## config.mk

```make
export PLATFORM = sky130hd
export DESIGN_NAME = rng_share_arbiter
export DESIGN_NICKNAME = d
export VERILOG_FILES = /design/src/rtl/rng_share_pkg.sv /design/src/rtl/rng_share_arbiter_rr_pick.sv /design/src/rtl/rng_share_arbiter.sv
export SDC_FILE = /design/constraint.sdc
export NUM_CORES = 1
export LEC_CHECK = 0
export BUFFER_PORTS_ARGS = -buffer_cell sky130_fd_sc_hd__buf_2
export CORE_MARGIN = 3
export CORE_UTILIZATION = 34
export DETAILED_ROUTE_END_ITERATION = 16
export SKIP_LAST_GASP = 1
export SLEW_MARGIN = 5
export SYNTH_ARGS = -nofsm -noshare
export SYNTH_HDL_FRONTEND = slang
export SYNTH_HIERARCHICAL = 1
export SYNTH_SLANG_ARGS = --single-unit
```

## constraint.sdc

```tcl
create_clock -name clk -period 6.2 [get_ports clk]
set_clock_uncertainty 0.2 [all_clocks]
set_input_delay 0.62 -clock clk [delete_from_list [all_inputs] [get_ports clk]]
set_output_delay 0.62 -clock clk [all_outputs]
set_load 0.05 [all_outputs]
```

## src/rtl/rng_share_pkg.sv

```systemverilog
// Shared types and helpers for the LFSR word-sharing arbiter.
package rng_share_pkg;

    localparam int RND_W_DEFAULT = 16;

    typedef enum logic [1:0] {
        IDLE     = 2'd0,
        GRANT    = 2'd1,
        COOLDOWN = 2'd2
    } state_t;

    // Bits needed to hold 0..gap, never less than one.
    function automatic int cnt_width(input int gap);
        int w;
        w = 1;
        for (int i = 1; i < 12; i++) begin
            if ((1 << i) < gap + 1) w = i + 1;
        end
        return w;
    endfunction

endpackage

```

## src/rtl/rng_share_arbiter_rr_pick.sv

```systemverilog
// Round-robin picker: first set request at or above ptr, wrapping.
module rr_pick #(
    parameter int NUM_REQ = 4,
    localparam int PW = $clog2(NUM_REQ)
) (
    input  logic [NUM_REQ-1:0] i_req,
    input  logic [PW-1:0]      i_ptr,
    output logic [NUM_REQ-1:0] o_onehot,
    output logic [PW-1:0]      o_idx,
    output logic               o_any
);

    int w_k;
    logic [PW-1:0] w_kidx;

    always_comb begin
        o_onehot = '0;
        o_idx    = '0;
        o_any    = 1'b0;
        w_k      = 0;
        w_kidx   = '0;
        for (int i = 0; i < NUM_REQ; i++) begin
            w_k = int'(i_ptr) + i;
            if (w_k >= NUM_REQ) w_k = w_k - NUM_REQ;
            w_kidx = PW'(w_k);
            if (!o_any && i_req[w_kidx]) begin
                o_any            = 1'b1;
                o_onehot[w_kidx] = 1'b1;
                o_idx            = w_kidx;
            end
        end
    end

endmodule

```

## src/rtl/rng_share_arbiter.sv

```systemverilog
// Shares one LFSR word among requesters with a cooldown between grants.
// Optional grant counter port under RNG_SHARE_ARBITER_STATS_EN.
module rng_share_arbiter
    import rng_share_pkg::*;
#(
    parameter int NUM_REQ = 4,
    parameter int RND_W   = RND_W_DEFAULT,
    parameter int MIN_GAP = 16
) (
    input  logic               clk,
    input  logic               rst_n,
    input  logic               en,
    input  logic [RND_W-1:0]   rnd_number,
    input  logic [NUM_REQ-1:0] req,
    output logic [NUM_REQ-1:0] gnt,
    output logic [RND_W-1:0]   rnd_out,
    output logic               rnd_valid,
    output logic               busy
`ifdef RNG_SHARE_ARBITER_STATS_EN
    ,
    output logic [7:0]         grant_cnt
`endif
);

    localparam int PW = $clog2(NUM_REQ);
    localparam int CW = cnt_width(MIN_GAP);

    state_t               r_state;
    logic [PW-1:0]        r_ptr;
    logic [PW-1:0]        r_win;
    logic [CW-1:0]        r_cnt;
    logic [NUM_REQ-1:0]   r_gnt;
    logic [RND_W-1:0]     r_rnd;
    logic                 r_valid;

    logic [NUM_REQ-1:0]   w_onehot;
    logic [PW-1:0]        w_idx;
    logic                 w_any;

    rr_pick #(
        .NUM_REQ(NUM_REQ)
    ) u_pick (
        .i_req   (req),
        .i_ptr   (r_ptr),
        .o_onehot(w_onehot),
        .o_idx   (w_idx),
        .o_any   (w_any)
    );

    // GRANT always finishes regardless of en so gnt stays a single pulse.
    always_ff @(posedge clk) begin
        if (!rst_n) begin
            r_state <= IDLE;
            r_ptr   <= '0;
            r_win   <= '0;
            r_cnt   <= '0;
            r_gnt   <= '0;
            r_rnd   <= '0;
            r_valid <= 1'b0;
        end else begin
            case (r_state)
                IDLE: begin
                    if (en && w_any) begin
                        r_gnt   <= w_onehot;
                        r_rnd   <= rnd_number;
                        r_valid <= 1'b1;
                        r_win   <= w_idx;
                        r_state <= GRANT;
                    end
                end
                GRANT: begin
                    r_gnt   <= '0;
                    r_valid <= 1'b0;
                    if (r_win == PW'(NUM_REQ - 1)) r_ptr <= '0;
                    else                            r_ptr <= r_win + 1'b1;
                    if (MIN_GAP == 0) begin
                        r_state <= IDLE;
                    end else begin
                        r_cnt   <= CW'(MIN_GAP);
                        r_state <= COOLDOWN;
                    end
                end
                COOLDOWN: begin
                    if (en) begin
                        if (r_cnt <= CW'(1)) begin
                            r_cnt   <= '0;
                            r_state <= IDLE;
                        end else begin
                            r_cnt <= r_cnt - CW'(1);
                        end
                    end
                end
                default: r_state <= IDLE;
            endcase
        end
    end

    assign gnt       = r_gnt;
    assign rnd_out   = r_rnd;
    assign rnd_valid = r_valid;
    assign busy      = (r_state != IDLE);

`ifdef RNG_SHARE_ARBITER_STATS_EN
    logic [7:0] r_gcnt;

    // Counted on entry to GRANT, the only point where en is known high.
    always_ff @(posedge clk) begin
        if (!rst_n) r_gcnt <= '0;
        else if (r_state == IDLE && en && w_any) r_gcnt <= r_gcnt + 8'd1;
    end

    assign grant_cnt = r_gcnt;
`endif

endmodule

```

## Word-level counts from Yosys, hierarchy flattened

Cells that the tools add are included.

| storage, ports and cells | value |
|---|---|
| input port bits | 23 |
| output and inout port bits | 22 |
| register bits | 32 |

| operators by class | value |
|---|---|
| multiplexer cells | 44 |
| reductions and logical operators | 19 |
| eq/ne operators | 6 |
| bitwise gates (word level) | 3 |
| magnitude comparators | 13 |
| add/sub/neg operators | 9 |

Operators by type and width:

| operator | count |
|---|---|
| $mux W2 | 12 |
| $mux W4 | 5 |
| $mux W1 | 13 |
| $lt A2 B3 Y1 const B | 4 |
| $or A4 B4 Y4 | 3 |
| $mux W5 | 2 |
| $pmux W5 S2 | 1 |
| $ge A3 B3 Y1 const B | 3 |
| $bmux W1 S2 | 4 |
| $demux W1 S2 | 4 |
| $ge A2 B1 Y1 const B | 4 |
| $logic_and A1 B1 Y1 | 8 |
| $pmux W4 S2 | 1 |
| $sub A2 B1 Y2 const B | 4 |
| $add A2 B2 Y3 const B | 2 |
| $ne A2 B2 Y1 const B | 3 |
| $pmux W2 S3 | 1 |
| $reduce_and A2 Y1 | 3 |
| $reduce_bool A2 Y1 | 3 |
| $le A5 B1 Y1 const B | 1 |
| $sub A5 B1 Y5 const B | 1 |
| $eq A2 B2 Y1 const B | 2 |
| $add A2 B1 Y3 const B | 1 |
| $ge A2 B3 Y1 const B | 1 |
| other kinds (6) | 8 |

## Longest topological paths before layout

| logic depth | value |
|---|---|
| word-level depth | 17 |
| mapped depth | 11 |

## Cells and area by module

Netlist, hierarchy kept.

By module, submodules not included:

| module | cells an instance | area each (um2) | instances |
|---|---|---|---|
| rng_share_arbiter | 164 | 1,377.6 | 1 |
| rr_pick | 45 | 419.2 | 1 |

## Worst setup path after synthesis

No wires, ideal clock.

| timing path | value |
|---|---|
| path type | reg2reg |
| start point | reg r_ptr[0] |
| end point | reg r_gnt[3], in the netlist gnt[3] |
| path buffers | 3 |
| arrival | 2,264 ps |
| data required time | 5,930 ps |
| path slack | 3,666 ps |
| setup time | 70 ps |
| cell stages (with the launch flop) | 12 |
| cells stage by stage | dfxtp_1 > buf_6 > inv_1 > ha_1 > mux4_2 > buf_6 > nor3_1 > nand2b_1 > nand4bb_1 > buf_2 > nand3_1 > a21oi_1 |

| on the way | value |
|---|---|
| cells in the longest elaborated chain, start to end | 17 |
| elaborated cells between the ends (all ways) | 65 |
| classes of those cells | add/sub: 7; order compare: 12; eq/ne: 1; mux: 30; bitwise: 3; reduce/logical: 12 |

RTL lines:

| what | RTL line | RTL |
|---|---|---|
| from (decl) | rng_share_arbiter.sv:29 | `logic [PW-1:0] r_ptr;` |
| from (signal assigned) | rng_share_arbiter.sv:75 | `else r_ptr <= r_win + 1'b1;` |
| parallel branches: the longest is 13 deep, another holds $add A2 B1 Y3 | -- |  |
| $mux W1 (*) | rng_share_arbiter_rr_pick.sv:26 | `if (!o_any && i_req[w_kidx]) begin` |
| via w_any | rng_share_arbiter.sv:38 | `logic w_any;` |
| $logic_and A1 B1 Y1 (*) | rng_share_arbiter.sv:63 | `if (en && w_any) begin` |
| $ne A2 B2 Y1 (no line) (*) | -- |  |
| $reduce_and A2 Y1 (no line) (*) | -- |  |
| to (signal assigned) | rng_share_arbiter.sv:64 | `r_gnt <= w_onehot;` |
| to (decl) | rng_share_arbiter.sv:32 | `logic [NUM_REQ-1:0] r_gnt;` |

Mark *: on every way through the listed nets, which the timed path passes. The select of a mux whose other input is x is not followed.
A chain may end at the register's enable or synchronous reset.

## Final worst setup path

| timing path | value |
|---|---|
| start point | reg r_ptr[0] |
| end point | reg r_gnt[2], in the netlist gnt[2] |

The elaborated chain is that of the path after synthesis.

==> impl_metrics.toml <==
[run_status]
status = "completed"

[clocking]
cts_setup_buffers = 0
clk_latency_ns = 0.28
tritoncts = "built"
cts_buffers = 5
clock-root-buffer = "clkbuf_8"
cts_buffer_depth = 2
cts_hold_buf = 0
h-tree-depth = 2
clock-sinks = 32
cts-resized-gates = 0
path_clk_slew_ns = 0.07

[floorplanning]
die_area_um2 = 6190
die_y_um = 78.7
core_area_um2 = 4910
die_w_um = 78.7
initial_utilization = 0.366
fp-row-count = 25
ios = 45

[global_routing]
antenna_found_initial = 0
grt_pass1_vias = 1477
grt_usage = 0.143
grt_max_degree = 31
grt-ovfl-total = 0
grt_pass1_wl_mm = 7.24

[synth]
synthCells = 209
synthTopCellsByArea = "dfxtp_1 (36%), nand2_1 (9.6%), a21oi_1 (7.2%)"
yosysWarnings = 6
synth_top_area_cell = "dfxtp_1"
synth_area_um2 = 1800
async_reset_ff_frac = 0
synth.avg_cell_area_um2 = 8.60
ys_seq_area_frac = 0.357
synth_top_area_share = 0.357
synth_edf_count = 0
synth_flop_cell = "dfxtp_1"
synth-seq-cells = 32
synth_cell_types = 48
synth_fp_nets = 240

[timing]
drv_slew = 0
rsz0062_at_grt = "no"
timing.final.crit_share = 0.546
setup_viol = 0
fin_crit_ns = 3.38
tightest_slew_ns = 1.02
max-slew-margin-rel = 0.319
hold_violations = 0
tns_ns = 0
max_freq_mhz = 296

[min_path]
holdPathStages = 2
hold_class = "flip-flop to flip-flop"
hp-start = "rnd_out[13]"
holdPathEnd = "rnd_out[13]"

[place]
port_buffers = 44
gp_congestion = 0.822
postPlaceCellArea_um2 = 2010
hpwl_mm = 2.85

[power_and_ir_drop]
power_leakage_nw = 0.880
p_int_w = 0.000398
p_comb_frac = 0.269
pwr_density_cell_nw_per_um2 = 284
p_seq_frac = 0.403
pwr-share-clk = 0.328
ir_drop_mv = 0.134
p_sw_frac = 0.339
switchingPower_w = 0.000204

[critical_path]
worstSetupPathType = "flip-flop to flip-flop"
r2r_cells = 8
r2r_slack_ns = 2.82
end_kind = "flip-flop"
startpoint_type = "flip-flop"
reg2reg_to = "gnt[2]"
crit_required_ns = 6.13
arrival_ns = 3.31
r2r_start = "r_ptr[0]"
crit_path_max_fanout = 23

[final_layout]
diodes = 0
area_delta_synth_final_pct = 18.1
nets = 276
final_common_cell = "nand2_1"
final_cell_mix = "nand2_1 (46), buf_2 (44), dfxtp_1 (32)"
fin_area_um2 = 2120
drive_above_1_share = 0.256

[drt]
drtIter0Drc = 101
antenna_left = 0
drt-met1-wl_mm = 2.03
avgViaCountPerCell = 5.24
wl_met2_mm = 1.88
avgRoutedWirePerCell_um = 13.2
wl_met3_um = 173
num_vias = 1641
wirelength_mm = 4.13
route.detailed.drc = 0
top_layer_used = "met4"
first_pass_iters = 4

[job]
max_cap_viol_count = 0
-- cells in the mapped netlist (2+ instances only) --
cell / instances
mux4_2: 2
mux2_2: 2
buf_2: 5
o41ai_1: 2
nor2_1: 4
o21ai_0: 9
mux4_1: 2
clkbuf_1: 5
nand3_1: 7
dfxtp_1: 32
a22oi_1: 8
ha_1: 8
and2b_1: 2
a31oi_1: 3
a21oi_1: 26
buf_6: 3
a221oi_1: 3
inv_1: 8
nand2b_1: 2
nand2_1: 46
nor4_1: 3
-- registers in the layout (all words and copies together) (netlist names) --
name,count
gnt,4
r_cnt,5
r_ptr,2
r_state,2
r_win,2
rnd_out,16
rnd_valid,1
-- power by group through the flow --
stage	Sequential (W)	Combinational, W	Clock [W]
floorplan	0.000275	0.000103	0
global placement	0.000248	0.000162	0
detailed placement	0.000248	0.000163	0
CTS	0.000243	0.000163	0.000202
global route	0.000247	0.000180	0.000212
finish	0.000243	0.000162	0.000198
-- kinds of logic after synthesis --
| logic type | count (synthesis) | share of synthesized area |
|---|---|---|
| AND/OR/NAND/NOR | 77 | 0.228 |
| flip-flops | 32 | 0.357 |
| adder cells (fa/ha/maj) | 8 | 0.0557 |
| multiplexers | 7 | 0.0724 |
| AO/OA/AOI/OAI | 62 | 0.220 |
| buffers and inverters | 23 | 0.0668 |
-- cell type report --
type / count / area [um^2]
multi-input combinational: 154 / 1040
fill: 545 / 2790
tap: 67 / 83.8
sequential: 32 / 641
inverter: 8 / 30.0
clock buffer: 5 / 68.8
timing repair buffer: 44 / 220
clock inverter: 3 / 42.5
-- worst max-delay path, cell delays in order, from the launching register on --
cell	delay (ns)
dfxtp_1	0.68
inv_1	0.14
ha_1	0.37
mux4_2	0.39
nor3_1	0.10
nand2b_1	0.10
nand4bb_1	0.80
nand3_1	0.35
a21oi_1	0.10
-- how the worst max path moves through the flow --
stage,start,to
after CTS,r_ptr[0],gnt[3]
after global routing,r_ptr[0],gnt[2]
after floorplan,r_ptr[0],gnt[3]
after global placement,r_ptr[0],gnt[1]
after detailed placement,r_ptr[0],gnt[3]
final,r_ptr[0],gnt[2]
-- per-stage QoR --
stage | std cells | util | total power (W) | setup WS [ns] | hold WS, ns
floorplan | 209 | - | 0.000378 | 3.67 | 0.240
global placement | 305 | 0.409 | 0.000409 | 2.93 | 0.244
detailed placement | 305 | 0.409 | 0.000411 | 2.78 | 0.247
CTS | 313 | 0.432 | 0.000608 | 2.78 | 0.257
global route | 313 | 0.432 | 0.000639 | 2.40 | 0.274
finish | 313 | 0.432 | 0.000603 | 2.82 | 0.253
-- per-layer routing --
metal	vias to the layer above	GRT usage
met4	0	0.0472
li1	823	-
met2	37	0.217
met3	7	0.0329
met5	-	0
met1	774	0.199
(Power assumes the default switching activity.)
